<file path="config.mk">
export PLATFORM = sky130hd
export DESIGN_NAME = fetch_unit
export DESIGN_NICKNAME = d
export VERILOG_FILES = /design/src/rtl/fetch_pkg.sv /design/src/rtl/fetch_unit_if_id_reg.sv /design/src/rtl/fetch_unit.sv
export SDC_FILE = /design/constraint.sdc
export NUM_CORES = 1
export LEC_CHECK = 0
export BUFFER_PORTS_ARGS = -buffer_cell sky130_fd_sc_hd__buf_2
export CAP_MARGIN = 20
export CORE_MARGIN = 2
export CORE_UTILIZATION = 25
export CTS_CLUSTER_SIZE = 12
export DETAILED_ROUTE_END_ITERATION = 10
export PLACE_DENSITY = 0.44
export RECOVER_POWER = 100
export SLEW_MARGIN = 10
export SYNTH_ARGS = -nofsm -noshare
export SYNTH_HDL_FRONTEND = slang
export SYNTH_HIERARCHICAL = 1
export SYNTH_SLANG_ARGS = --single-unit
</file>
<file path="constraint.sdc">
create_clock -name clk -period 5.5 [get_ports clk]
set_clock_uncertainty 0.1 [all_clocks]
set_input_delay 0.55 -clock clk [delete_from_list [all_inputs] [get_ports clk]]
set_output_delay 0.55 -clock clk [all_outputs]
set_load 0.02 [all_outputs]
</file>
<file path="src/rtl/fetch_pkg.sv">
// Shared types and default constants for the instruction-fetch stage.
package fetch_pkg;

  typedef enum logic [1:0] {
    IDLE,
    FETCH,
    DRAIN,
    HALTED
  } fetch_state_t;

  localparam logic [15:0] NOP_INSTR_DEFAULT   = 16'h0000;
  localparam logic [3:0]  HALT_OPCODE_DEFAULT = 4'hF;

endpackage

</file>
<file path="src/rtl/fetch_unit_if_id_reg.sv">
// IF/ID pipeline register: hold has priority over bubble, bubble over load.
module if_id_reg #(
  parameter int unsigned          ADDR_W    = 16,
  parameter int unsigned          INSTR_W   = 16,
  parameter logic [INSTR_W-1:0]   NOP_INSTR = '0
) (
  input  logic               clk,
  input  logic               rst,
  input  logic               hold,
  input  logic               bubble,
  input  logic               load,
  input  logic [INSTR_W-1:0] instr_in,
  input  logic [ADDR_W-1:0]  pc_plus2_in,
  output logic [INSTR_W-1:0] instr,
  output logic [ADDR_W-1:0]  pc_plus2,
  output logic               valid
);

  always_ff @(posedge clk) begin
    if (rst) begin
      instr    <= NOP_INSTR;
      pc_plus2 <= '0;
      valid    <= 1'b0;
    end else if (!hold) begin
      if (bubble) begin
        instr <= NOP_INSTR;
        valid <= 1'b0;
      end else if (load) begin
        instr    <= instr_in;
        pc_plus2 <= pc_plus2_in;
        valid    <= 1'b1;
      end
    end
  end

endmodule

</file>
<file path="src/rtl/fetch_unit.sv">
// Instruction-fetch stage: PC, instruction-memory handshake, redirects, halt.
module fetch_unit
  import fetch_pkg::*;
#(
  parameter int unsigned        ADDR_W      = 16,
  parameter int unsigned        INSTR_W     = 16,
  parameter logic [ADDR_W-1:0]  RESET_PC    = '0,
  parameter logic [INSTR_W-1:0] NOP_INSTR   = INSTR_W'(NOP_INSTR_DEFAULT),
  parameter logic [3:0]         HALT_OPCODE = HALT_OPCODE_DEFAULT
) (
  input  logic               clk,
  input  logic               rst,
  input  logic               stallF,
  input  logic               stallD,
  input  logic               flushD,
  input  logic [ADDR_W-1:0]  branch_target,
  output logic               imem_req,
  output logic [ADDR_W-1:0]  imem_addr,
  input  logic               imem_rdy,
  input  logic [INSTR_W-1:0] imem_data,
  output logic [INSTR_W-1:0] instrD,
  output logic [ADDR_W-1:0]  pc_plus2D,
  output logic               validD,
  output logic               fetch_busy,
  output logic               halt
);

  fetch_state_t      state, state_next;
  logic [ADDR_W-1:0] pc, pc_next, pc_inc;
  logic [ADDR_W-1:0] redirect_pc, redirect_next;
  logic              halt_next;
  logic              flush_ok, load, bubble;

  assign flush_ok   = flushD & validD & ~stallD;
  assign pc_inc     = pc + ADDR_W'(2);
  assign fetch_busy = imem_req & ~imem_rdy;

  always_ff @(posedge clk) begin
    if (rst) begin
      state       <= IDLE;
      pc          <= RESET_PC;
      redirect_pc <= '0;
      halt        <= 1'b0;
    end else begin
      state       <= state_next;
      pc          <= pc_next;
      redirect_pc <= redirect_next;
      halt        <= halt_next;
    end
  end

  always_comb begin
    state_next    = state;
    pc_next       = pc;
    redirect_next = redirect_pc;
    halt_next     = halt;
    load          = 1'b0;
    bubble        = 1'b0;
    imem_req      = 1'b0;
    imem_addr     = pc;
    unique case (state)
      IDLE: state_next = FETCH;
      FETCH: begin
        imem_req = 1'b1;
        if (flush_ok) begin
          bubble = 1'b1;
          if (imem_rdy) begin
            pc_next = branch_target;
          end else begin
            redirect_next = branch_target;
            state_next    = DRAIN;
          end
        end else if (imem_rdy && !stallF) begin
          pc_next = pc_inc;
          load    = ~stallD;
          if (imem_data[INSTR_W-1 -: 4] == HALT_OPCODE) begin
            state_next = HALTED;
            halt_next  = 1'b1;
          end
        end
      end
      // The outstanding read must complete before the redirect can be issued.
      DRAIN: begin
        imem_req = 1'b1;
        if (imem_rdy) begin
          pc_next    = redirect_pc;
          bubble     = 1'b1;
          state_next = FETCH;
        end
      end
      HALTED: bubble = flush_ok;
    endcase
  end

  if_id_reg #(
    .ADDR_W   (ADDR_W),
    .INSTR_W  (INSTR_W),
    .NOP_INSTR(NOP_INSTR)
  ) u_if_id (
    .clk        (clk),
    .rst        (rst),
    .hold       (stallD),
    .bubble     (bubble),
    .load       (load),
    .instr_in   (imem_data),
    .pc_plus2_in(pc_inc),
    .instr      (instrD),
    .pc_plus2   (pc_plus2D),
    .valid      (validD)
  );

endmodule

</file>
# [Word level (Yosys, flattened, before mapping)]
# Cells that the tools add are included.
[op_classes] mux=22 n_eq_ne=9 n_bitwise=7 addsub=1 reduce_logical=13
[op_table] op="16-bit 2-to-1 mux" count=6
[op_table] op="16-bit one-hot mux with 2 select lines" count=1
[op_table] op="16-bit by 2-bit adder with 16-bit output, second input constant" count=1
[op_table] op="3-bit != test, second input constant" count=4
[op_table] op="2-bit 2-to-1 mux" count=5
[op_table] op="1-bit 2-to-1 mux" count=8
[op_table] op="4-bit AND reduction" count=2
[op_table] op="2-bit one-hot mux with 3 select lines" count=1
[op_table] op="3-bit AND reduction" count=2
[op_table] op="5-bit AND reduction" count=1
[op_table] op="2-bit == test, second input constant" count=2
[op_table] op="4-bit == test, second input constant" count=1
[op_table] op="1-bit NOT" count=4
[op_table] op="2-bit nonzero test" count=2
[op_table] op="1-bit AND" count=3
[op_table] op="1-bit one-hot mux with 3 select lines" count=1
[op_table] op="3-bit nonzero test" count=1
[op_table] op="2-bit by 1-bit == test with 1-bit output, second input constant" count=1
[op_table] op="2-bit logical NOT" count=1
[op_table] op="2-bit != test, second input constant" count=1
[op_table] op="2-bit AND reduction" count=1
[op_table] op="2-bit OR reduction" count=1
[op_table] op="1-bit logical AND" count=1
[op_table] op="1-bit logical NOT" count=1
[totals] regBits=68 out_inout_bits=52 word_cells=59 in_bits=38

# [Depth between registers and ports, before layout]
# Gate-level depths: netlist (run 1).
[logic_depth] ltp_word=7 ltp_mapped=11 ltp_nobuf=6

# [Cells and area by module]
# The synthesis (run 1) kept the hierarchy.
[by_module_without_submodules] module="fetch_unit" cells_each=282 seq_area_each_um2=700.7 instances=1 area_per_inst_um2=2185.8
[by_module_without_submodules] module="if_id_reg" cells_each=149 seq_area_each_um2=660.6 instances=1 area_per_inst_um2=1537.7

# [Least setup slack after synthesis (run 1)]
# Ideal clock, no wire load.
[synth_path] path_kind="input -> register" startpoint="input stallD" endpoint="register u_if_id.instr[13]" path_slack_ns=3.086 required_time_ns=5.312 setup_ns=0.088 stages=11 t_arrival_ns=2.226 n_path_buf=5 cell_sequence="and3b_1 > buf_2 > buf_2 > buf_2 > nor2_1 > nand2_1 > nor2_1 > or3b_1 > buf_6 > buf_12 > o32ai_2"
[synth_between] elab_chain_cells=6 word_cells_on_any_way=10 classes_between="mux: 6; bitwise: 2; reduce/logical: 2"
[synth_rtl] item="from (decl)" line="fetch_unit.sv:14" rtl="input logic stallD,"
[synth_rtl] item="1-bit NOT (no source line) *"
[synth_rtl] item="1-bit 2-to-1 mux / 1-bit AND (equally long branches)" line="fetch_unit.sv:73, fetch_unit.sv:34"
[synth_rtl] item="1-bit 2-to-1 mux *" line="fetch_unit.sv:65" rtl="if (flush_ok) begin"
[synth_rtl] item="1-bit 2-to-1 mux *" line="fetch_unit.sv:61" rtl="unique case (state)"
[synth_rtl] item="net load" line="fetch_unit.sv:32" rtl="logic flush_ok, load, bubble;"
[synth_rtl] item="2-bit nonzero test (no source line) *"
[synth_rtl] item="2-bit AND reduction (no source line) *"
[synth_rtl] item="to (signal assigned)" line="fetch_unit_if_id_reg.sv:29" rtl="instr <= instr_in;"
[synth_rtl] item="to (decl)" line="fetch_unit_if_id_reg.sv:14" rtl="output logic [INSTR_W-1:0] instr,"
# The timed path passes the listed nets; every way through them passes the cells marked *.
# A chain may end at the register's enable or synchronous reset.

# [Worst setup path after layout (run 1)]
[layout_path] startpoint="input stallD" endpoint="register u_if_id.pc_plus2[3]"
[layout_between] word_cells_on_any_way=9 classes_between="mux: 5; bitwise: 3; reduce/logical: 1"
[layout_rtl] item="1-bit NOT (no source line) *"
[layout_rtl] item="1-bit 2-to-1 mux / 1-bit AND (equally long branches)" line="fetch_unit.sv:73, fetch_unit.sv:34"
[layout_rtl] item="1-bit 2-to-1 mux *" line="fetch_unit.sv:65"
[layout_rtl] item="1-bit 2-to-1 mux *" line="fetch_unit.sv:61"
[layout_rtl] item="net load" line="fetch_unit.sv:32"
[layout_rtl] item="3-bit AND reduction (no source line) *"
[layout_rtl] item="to (signal assigned)" line="fetch_unit_if_id_reg.sv:30" rtl="pc_plus2 <= pc_plus2_in;"
[layout_rtl] item="to (decl)" line="fetch_unit_if_id_reg.sv:15" rtl="output logic [ADDR_W-1:0] pc_plus2,"
# Marked as above.

==> results.cfg, run 1 <==
[outcome]
outcome = finished, final reports clean

[clock_network]
h-tree-depth = 3
cts_sinks = 68
cts_setup_buffers = 0
cts_made_buffers = 9
cts_tree = built
ctsHoldBuffers = 0
cts_resized = 0
root_buffer = clkbuf_16
clk_latency_ps = 330
clkTransAtPathRegs_ps = 60
clockBufferDepth = 2

[flow_run]
cap_violations = 0

[yosys]
syn_area_um2 = 3720
ys_ff_latch = 68
synth_fp_nets = 475
ys.flop_type = dfxtp_1
yosysWarningCount = 6
syn_inst = 431
synth_top_area_cell = dfxtp_1
ys_types = 61
synth_seq_area_share_pct = 36.6
async_flop_share_pct = 0
synthDominantCellAreaShare_pct = 36.6
syn_area_per_cell_um2 = 8.64
ys_top_cells_by_area = dfxtp_1 37%, nand2b_1 9.2%, nand2_1 5.4%
synth_edf_count = 0

[global_routing]
grt_pass1_wl_mm = 16.9
use_met2_pct = 19.4
grt_max_degree = 95
grtUsageTotal_pct = 13.2
grt_pass1_vias = 3072
antenna_found_initial = 0
grt.busiest_layer = met2
grtUsageMet3_pct = 2.97
grt-ovfl-total = 0
grtUsageMet1_pct = 19.0

[floorplan]
start_util_pct = 25.6
die_height_um = 126
io_pins = 90
die_area_um2 = 15900
num_rows = 44
core_um2 = 14500
die_w_um = 126

[sta]
fin_crit_ps = 3160
fmax_ghz = 0.316
rsz0062_at_grt = false
finalSetupViolCount = 0
worstMarginPinSlew_ps = 1210
hold_viol_final = 0
setup_tns_ps = 0
min_period_over_period_pct = 57.5
layout_setup_ws_ps = 2340
slew_headroom_pct = 19.6
final_max_slew_viol_count = 0

[finish]
nNetsFinal = 544
diodes = 0
drive_gt1_share_pct = 13.1
fillers = 1607
area_growth_pct = 18.4

[worst_setup_path]
start_kind = input port
rr_startpoint = u_if_id/valid
critPathArrivalTime_ps = 3310
r2r_setup_slack_ps = 2480
worstSetupEndpointType = register
cp_max_fo = 26
cp.required_ps = 5640
r2r-end = u_if_id/pc_plus2[3]
criticalPathCategory = in2reg
reg2reg_depth = 7

[placed_design]
dp_hpwl_mm = 7.40
portBuffers = 89
routabilityCongestion = 0.813
place_ws_ps = 2320

[routing]
wl_per_cell_um = 15.3
drt.antenna.violating_nets = 0
drt-vias-per-instance = 4.68
drc = 0
vias = 3223
drt-pass1-iter-count = 5
drtIter0Drc = 218
drt-total-wl_mm = 10.5

[hold_path]
hold_start = redirect_pc[2]
hold_end = redirect_pc[2]
hold_path.class = reg2reg
whs_path_depth = 2

[power_and_ir_drop]
vdd.ir_drop.worst_mv = 0.143
p_leak_nw = 1.51
p_per_area_nw_per_um2 = 346
[placed cells by master (no fill, tap or decap), types with 2 or more instances in the layout]
master and n:
clkbuf_8 2, xor2_1 5, nand3_1 10, nor3_1 3, clkbuf_16 9, or2_2 2
nand2_1 54, dfxtp_1 68, nor2_1 14, a32oi_1 3, a211oi_1 5, clkinv_2 2
o221ai_1 2, a21o_1 3, o21ai_0 10, o32ai_1 19, nand2b_1 55, xnor2_1 7
a31oi_1 4, and3_1 2, nand4_1 4, buf_2 36, clkbuf_1 55, a21oi_1 30
inv_1 29, o211ai_1 5, nor4_2 3, o21a_1 3, mux2i_1 20, o32ai_2 2
ha_1 6
[logic make-up after synthesis]
logic type	after synthesis	share of synthesized area, %
multiplexers	21	5.68
XOR/XNOR	12	2.82
flip-flops	68	36.6
buffers and inverters	62	7.69
adder cells (fa/ha/maj)	6	2.02
AND/OR/NAND/NOR	162	24.3
AO/OA/AOI/OAI	100	20.9
[registers in the layout, summed over array words and instances (netlist names)]
register and cells:
u_if_id/instr 16, u_if_id/valid 1, imem_addr 16, u_if_id/pc_plus2 16, redirect_pc 16, halt 1, state 2
[area by class of cell]
| class | count | area, um2 | share of cell area (%) |
|---|---|---|---|
| Clock buffer | 12 | 256 | 5.82 |
| Clock inverter | 4 | 47.5 | 1.08 |
| Timing Repair Buffer | 91 | 390 | 8.85 |
| Tap cell | 184 | 230 | 5.22 |
| Inverter | 29 | 109 | 2.47 |
| Sequential cell | 68 | 1360 | 30.9 |
| Multi-Input combinational cell | 301 | 2020 | 45.7 |
[power by group]
part	total (mW)	internal [mW]	leakage, nW	switching (mW)
Combinational	0.374	0.125	0.813	0.249
Clock	0.590	0.374	0.149	0.216
Sequential	0.561	0.519	0.549	0.0421
[metal layers]
metal	part of all wire (%)	up-vias	routed length [um]
li1	-	1641	-
met1	51	1502	5410
met2	43	76	4520
met3	4.9	4	518
met4	0.81	0	85
met5	0	-	0
[worst max path at each step]
| stage | start | end | slack [ps] | cells past startpoint |
|---|---|---|---|---|
| finish | stallD | u_if_id/pc_plus2[3] | 2340 | 8 |
| global route | stallD | u_if_id/pc_plus2[9] | 2040 | 8 |
| CTS | stallD | u_if_id/instr[9] | 2660 | 6 |
| detailed placement | stallD | u_if_id/instr[9] | 2320 | 6 |
| global placement | stallD | u_if_id/instr[8] | 2380 | 6 |
| floorplan | stallD | u_if_id/instr[13] | 3090 | 11 |
[synth_stat cells, types with 4 or more instances]
cell       n
o21ai_0   10
nand4_1    4
buf_2      9
ha_1       6
xnor2_1    7
nand2_1   54
clkbuf_1  18
a31oi_1    4
nor2_1    14
nand3_1   10
a21oi_1   30
nand2b_1  55
dfxtp_1   68
xor2_1     5
o32ai_2   10
inv_1     29
a211oi_1   5
mux2i_1   20
o32ai_1   11
o211ai_1   5
[worst max-delay path, stage by stage]
cell and delay [ps]:
clkbuf_1 230, and3b_1 500, nor2_1 250, nand2_1 70, nor2_1 190, nor3b_1 300
clkbuf_1 930, mux2i_1 280
[stage by stage]
| stage | utilization (%) | instances | hold slack, ps | power (mW) | cell area (um2) |
|---|---|---|---|---|---|
| floorplan | - | 431 | 331 | 0.841 | 3720 |
| global placement | 29.2 | 673 | 341 | 0.954 | 4240 |
| detailed placement | 29.2 | 673 | 351 | 0.955 | 4240 |
| CTS | 31.3 | 689 | 359 | 1.55 | 4550 |
| global route | 30.3 | 689 | 370 | 1.61 | 4410 |
| finish | 30.3 | 689 | 357 | 1.53 | 4410 |
Power figures use the tool's default switching activity.
==> run 2: changes to the inputs <==
==> constraint.sdc (replaced) <==
create_clock -name clk -period 3.2 [get_ports clk]
set_clock_uncertainty 0.1 [all_clocks]
set_input_delay 0.32 -clock clk [delete_from_list [all_inputs] [get_ports clk]]
set_output_delay 0.32 -clock clk [all_outputs]
set_load 0.02 [all_outputs]
==> results.cfg, run 2 (same netlist as run 1, synthesis figures left out) <==
[sta]
min_period_over_period_pct = 77.7
hold_viol_final = 0
layout_setup_ws_ps = 714
finalSetupViolCount = 0
fmax_ghz = 0.402
final_max_slew_viol_count = 0
setup_tns_ps = 0
hold_ws_ps = 143
worstMarginPinSlew_ps = 1020
rsz0062_at_grt = false
fin_crit_ps = 2490
slew_headroom_pct = 31.9

[worst_setup_path]
crit_path_cell_trace = inv_1, ha_1, clkbuf_1, nor2_1, a211oi_1, mux2i_1
criticalPathCategory = reg2reg
r2r-end = imem_addr[0]
cp_max_fo = 23
critPathArrivalTime_ps = 2640
rr_startpoint = state[0]
slowest_delay_ps = 790
worstSetupEndpointType = register
slowest_stage = clkbuf_1
start_kind = register
cp.required_ps = 3350
r2r_setup_slack_ps = 710
reg2reg_depth = 6

[finish]
diodes = 0
final_common_cell = dfxtp_1
nNetsFinal = 548
post-route-cell-area_um2 = 4420
final_cell_mix = 68 x dfxtp_1, 55 x nand2b_1, 55 x clkbuf_1
drive_gt1_share_pct = 13.4
finalNonFillerCells = 691
area_growth_pct = 18.6
fin_util_pct = 30.4

[routing]
drt.antenna.violating_nets = 0
drtIter0Drc = 266
drt-vias-per-instance = 4.73
drt-pass1-iter-count = 4
drt-total-wl_mm = 10.7
vias = 3266
wl_per_cell_um = 15.4
drc = 0

[clock_network]
root_buffer = clkbuf_16
h-tree-depth = 3
clk_latency_ps = 330
cts_tree = built
ctsHoldBuffers = 0
cts_setup_buffers = 0
cts_resized = 0
clkTransAtPathRegs_ps = 50
cts_made_buffers = 9
cts_sinks = 68
clockBufferDepth = 2

[floorplan]
die_area_um2 = 15900
io_pins = 90
die_height_um = 126
core_um2 = 14500
num_rows = 44
start_util_pct = 25.6
die_w_um = 126

[power_and_ir_drop]
p_int_mw = 1.70
switchingPower_uw = 861
comb_power_share_pct = 25.5
p_per_area_nw_per_um2 = 580
seqPwrFrac_pct = 37.8
sw_frac_of_total_pct = 33.6
p_leak_nw = 1.53
finalPower_mw = 2.56
vdd.ir_drop.worst_mv = 0.251
p_clk_share_pct = 36.7

[placed_design]
place_ws_ps = 711
portBuffers = 89
post_dp_cell_area_um2 = 4270
routabilityCongestion = 0.801
dp_hpwl_mm = 7.54
dp_cells = 677

[hold_path]
hold_start = imem_data[3]
hold_path.class = in2reg
whs_path_depth = 3
hold_end = u_if_id/instr[3]

[global_routing]
grt_pass1_vias = 3085
grt_max_degree = 94
grtUsageTotal_pct = 13.2
antenna_found_initial = 0
grt_pass1_wl_mm = 16.7
grt-ovfl-total = 0

[outcome]
outcome = finished, final reports clean

[flow_run]
cap_violations = 0
[run 2: power groups by stage]
stage	clock network, mW	logic, mW	registers (mW)
2_1_floorplan	0	0.451	0.995
3_5_place_dp	0	0.673	0.985
5_1_grt	0.998	0.716	0.977
4_1_cts	0.972	0.675	0.967
6_report	0.942	0.653	0.969
3_3_place_gp	0	0.674	0.977
[run 2: critical path: cells and delay by family, from the launching register on]
| family | cells | cell delay (ps) |
|---|---|---|
| AO/OA/AOI/OAI | 1 | 290 |
| adder cells (fa/ha/maj) | 1 | 260 |
| flip-flops | 1 | 330 |
| buffers and inverters | 2 | 910 |
| multiplexers | 1 | 220 |
| AND/OR/NAND/NOR | 1 | 290 |
[run 2: final cells by class]
cell class                      instances  area, um2
Fill cell                            1621      10100
Sequential cell                        68       1360
Inverter                               29        109
Multi-Input combinational cell        301       2020
Clock inverter                          3       40.0
Tap cell                              184        230
Timing Repair Buffer                   95        419
Clock buffer                           11        233
[run 2: worst max-delay path by stage]
stage / start / to
finish: state[0] / imem_addr[0]
global placement: stallD / u_if_id/instr[2]
CTS: u_if_id/valid / u_if_id/instr[14]
floorplan: u_if_id/valid / u_if_id/instr[13]
global route: state[0] / imem_addr[0]
detailed placement: stallD / u_if_id/instr[14]
[run 2: per-layer routing]
layer	global-route usage, %	wire length (um)	vias to the layer above
met3	2.68	498	6
met2	19.2	4550	76
met4	5.04	106	0
li1	-	-	1655
met1	19.1	5520	1529
met5	0	0	-
==> run 3: changes to the inputs <==
==> constraint.sdc (replaced) <==
create_clock -name clk -period 2.5 [get_ports clk]
set_clock_uncertainty 0.1 [all_clocks]
set_input_delay 0.25 -clock clk [delete_from_list [all_inputs] [get_ports clk]]
set_output_delay 0.25 -clock clk [all_outputs]
set_load 0.02 [all_outputs]
==> results.cfg, run 3 (same netlist as run 1, synthesis figures left out) <==
[global_routing]
grtUsageMet3_pct = 3.61
grtUsageMet1_pct = 19.0
grt_pass1_vias = 3123
antenna_found_initial = 0
grtUsageTotal_pct = 13.5
grt_pass1_wl_mm = 17.1
use_met2_pct = 20.3
grt.busiest_layer = met2
grt_max_degree = 94
grt-ovfl-total = 0

[worst_setup_path]
worstSetupEndpointType = register
start_kind = register
rr_startpoint = state[0]
cp.required_ps = 2620
criticalPathCategory = reg2reg
critPathArrivalTime_ps = 2360
crit_path_start = state[0]
cp_max_fo = 25

[hold_path]
hold_start = imem_data[2]
hold_path.class = in2reg

[sta]
hold_ws_ps = 77.9
slew_headroom_pct = 45.8
hold_viol_final = 0
fin_crit_ps = 2240
fmax_ghz = 0.446
min_period_over_period_pct = 89.8
rsz0062_at_grt = false
finalSetupViolCount = 0
worstMarginPinSlew_ps = 813
setup_tns_ps = 0
final_max_slew_viol_count = 0

[clock_network]
cts_setup_buffers = 0
root_buffer = clkbuf_16
cts_tree = built
cts_sinks = 68
h-tree-depth = 3
cts_made_buffers = 9
clk_latency_ps = 330
clkTransAtPathRegs_ps = 60
clockBufferDepth = 2

[finish]
multiInputGateArea_um2 = 2020
finalNonFillerCells = 695
final_common_cell = dfxtp_1
final_cell_mix = 68 x dfxtp_1, 55 x nand2b_1, 54 x nand2_1
drive_gt1_share_pct = 14.7
area_growth_pct = 20.2
seq_area_um2 = 1360
fillers = 1615
nNetsFinal = 552
diodes = 0
post-route-cell-area_um2 = 4480

[outcome]
outcome = finished, final reports clean

[floorplan]
num_rows = 44
die_height_um = 126
start_util_pct = 25.6
core_um2 = 14500
io_pins = 90
die_area_um2 = 15900
die_w_um = 126

[power_and_ir_drop]
vdd.ir_drop.worst_mv = 0.299
p_leak_nw = 1.56
finalPower_mw = 3.41
p_per_area_nw_per_um2 = 762

[routing]
drt-pass1-iter-count = 4
wl_per_cell_um = 15.4
vias = 3285
drt.antenna.violating_nets = 0
drtIter0Drc = 179
drc = 0
drt-total-wl_mm = 10.7
drt-vias-per-instance = 4.73

[placed_design]
portBuffers = 89
dp_hpwl_mm = 7.62
post_dp_cell_area_um2 = 4300
routabilityCongestion = 0.770
dp_cells = 681

[flow_run]
cap_violations = 0
-- run 3: cell count changes in the layout (fill, tap and decap cells not counted), sizes merged --
cell,before,now
clkinv,2,0
clkbuf,65,67
buf,41,45
-- run 3: per-stage QoR --
step | util, % | setup WS, ps
after global routing | 30.8 | 59.0
after CTS | 31.7 | 28.5
after detailed placement | 29.6 | 37.5
final | 30.8 | 256
after global placement | 29.6 | 164
after floorplan | - | 210
-- run 3: metal layers --
layer	up-vias	routed length, um
met5	-	0
met4	0	132
met3	8	645
met2	82	4590
met1	1535	5360
li1	1660	-
-- run 3: critical path, cell delays in order (launching register included) --
cell and delay (ps):
dfxtp_1 330, inv_1 120, ha_1 190, buf_2 420, inv_1 270, and3_1 230
a221o_1 250, a32o_1 200
-- run 3: area by class of cell --
class                   instances  area share (%)
repair buffers                 99            10.0
multi-input cells             301            45.0
clock buffers                  13            6.26
well taps                     184            5.14
flip-flops and latches         68            30.4
clock inverters                 1           0.671
inverters                      29            2.43
-- run 3: final timing paths --
kind | slack (ps) | depth (start not counted) | to
worst min register to register | 350 | 2 | redirect_pc[8]
worst max register to register | 260 | 7 | imem_addr[10]
worst min-delay path | 80 | 3 | u_if_id/instr[2]
worst max-delay path | 260 | 7 | imem_addr[10]
-- run 3: timing repair --
action	CTS	global route
hold buffers	0	0
setup endpoints to repair	0	16
resized for setup	0	3
-- run 3: power breakdown --
part | internal (mW) | total (mW) | switching [mW]
Combinational | 0.300 | 0.871 | 0.571
Sequential | 1.14 | 1.22 | 0.0793
Clock | 0.870 | 1.32 | 0.450
Total | 2.31 | 3.41 | 1.10
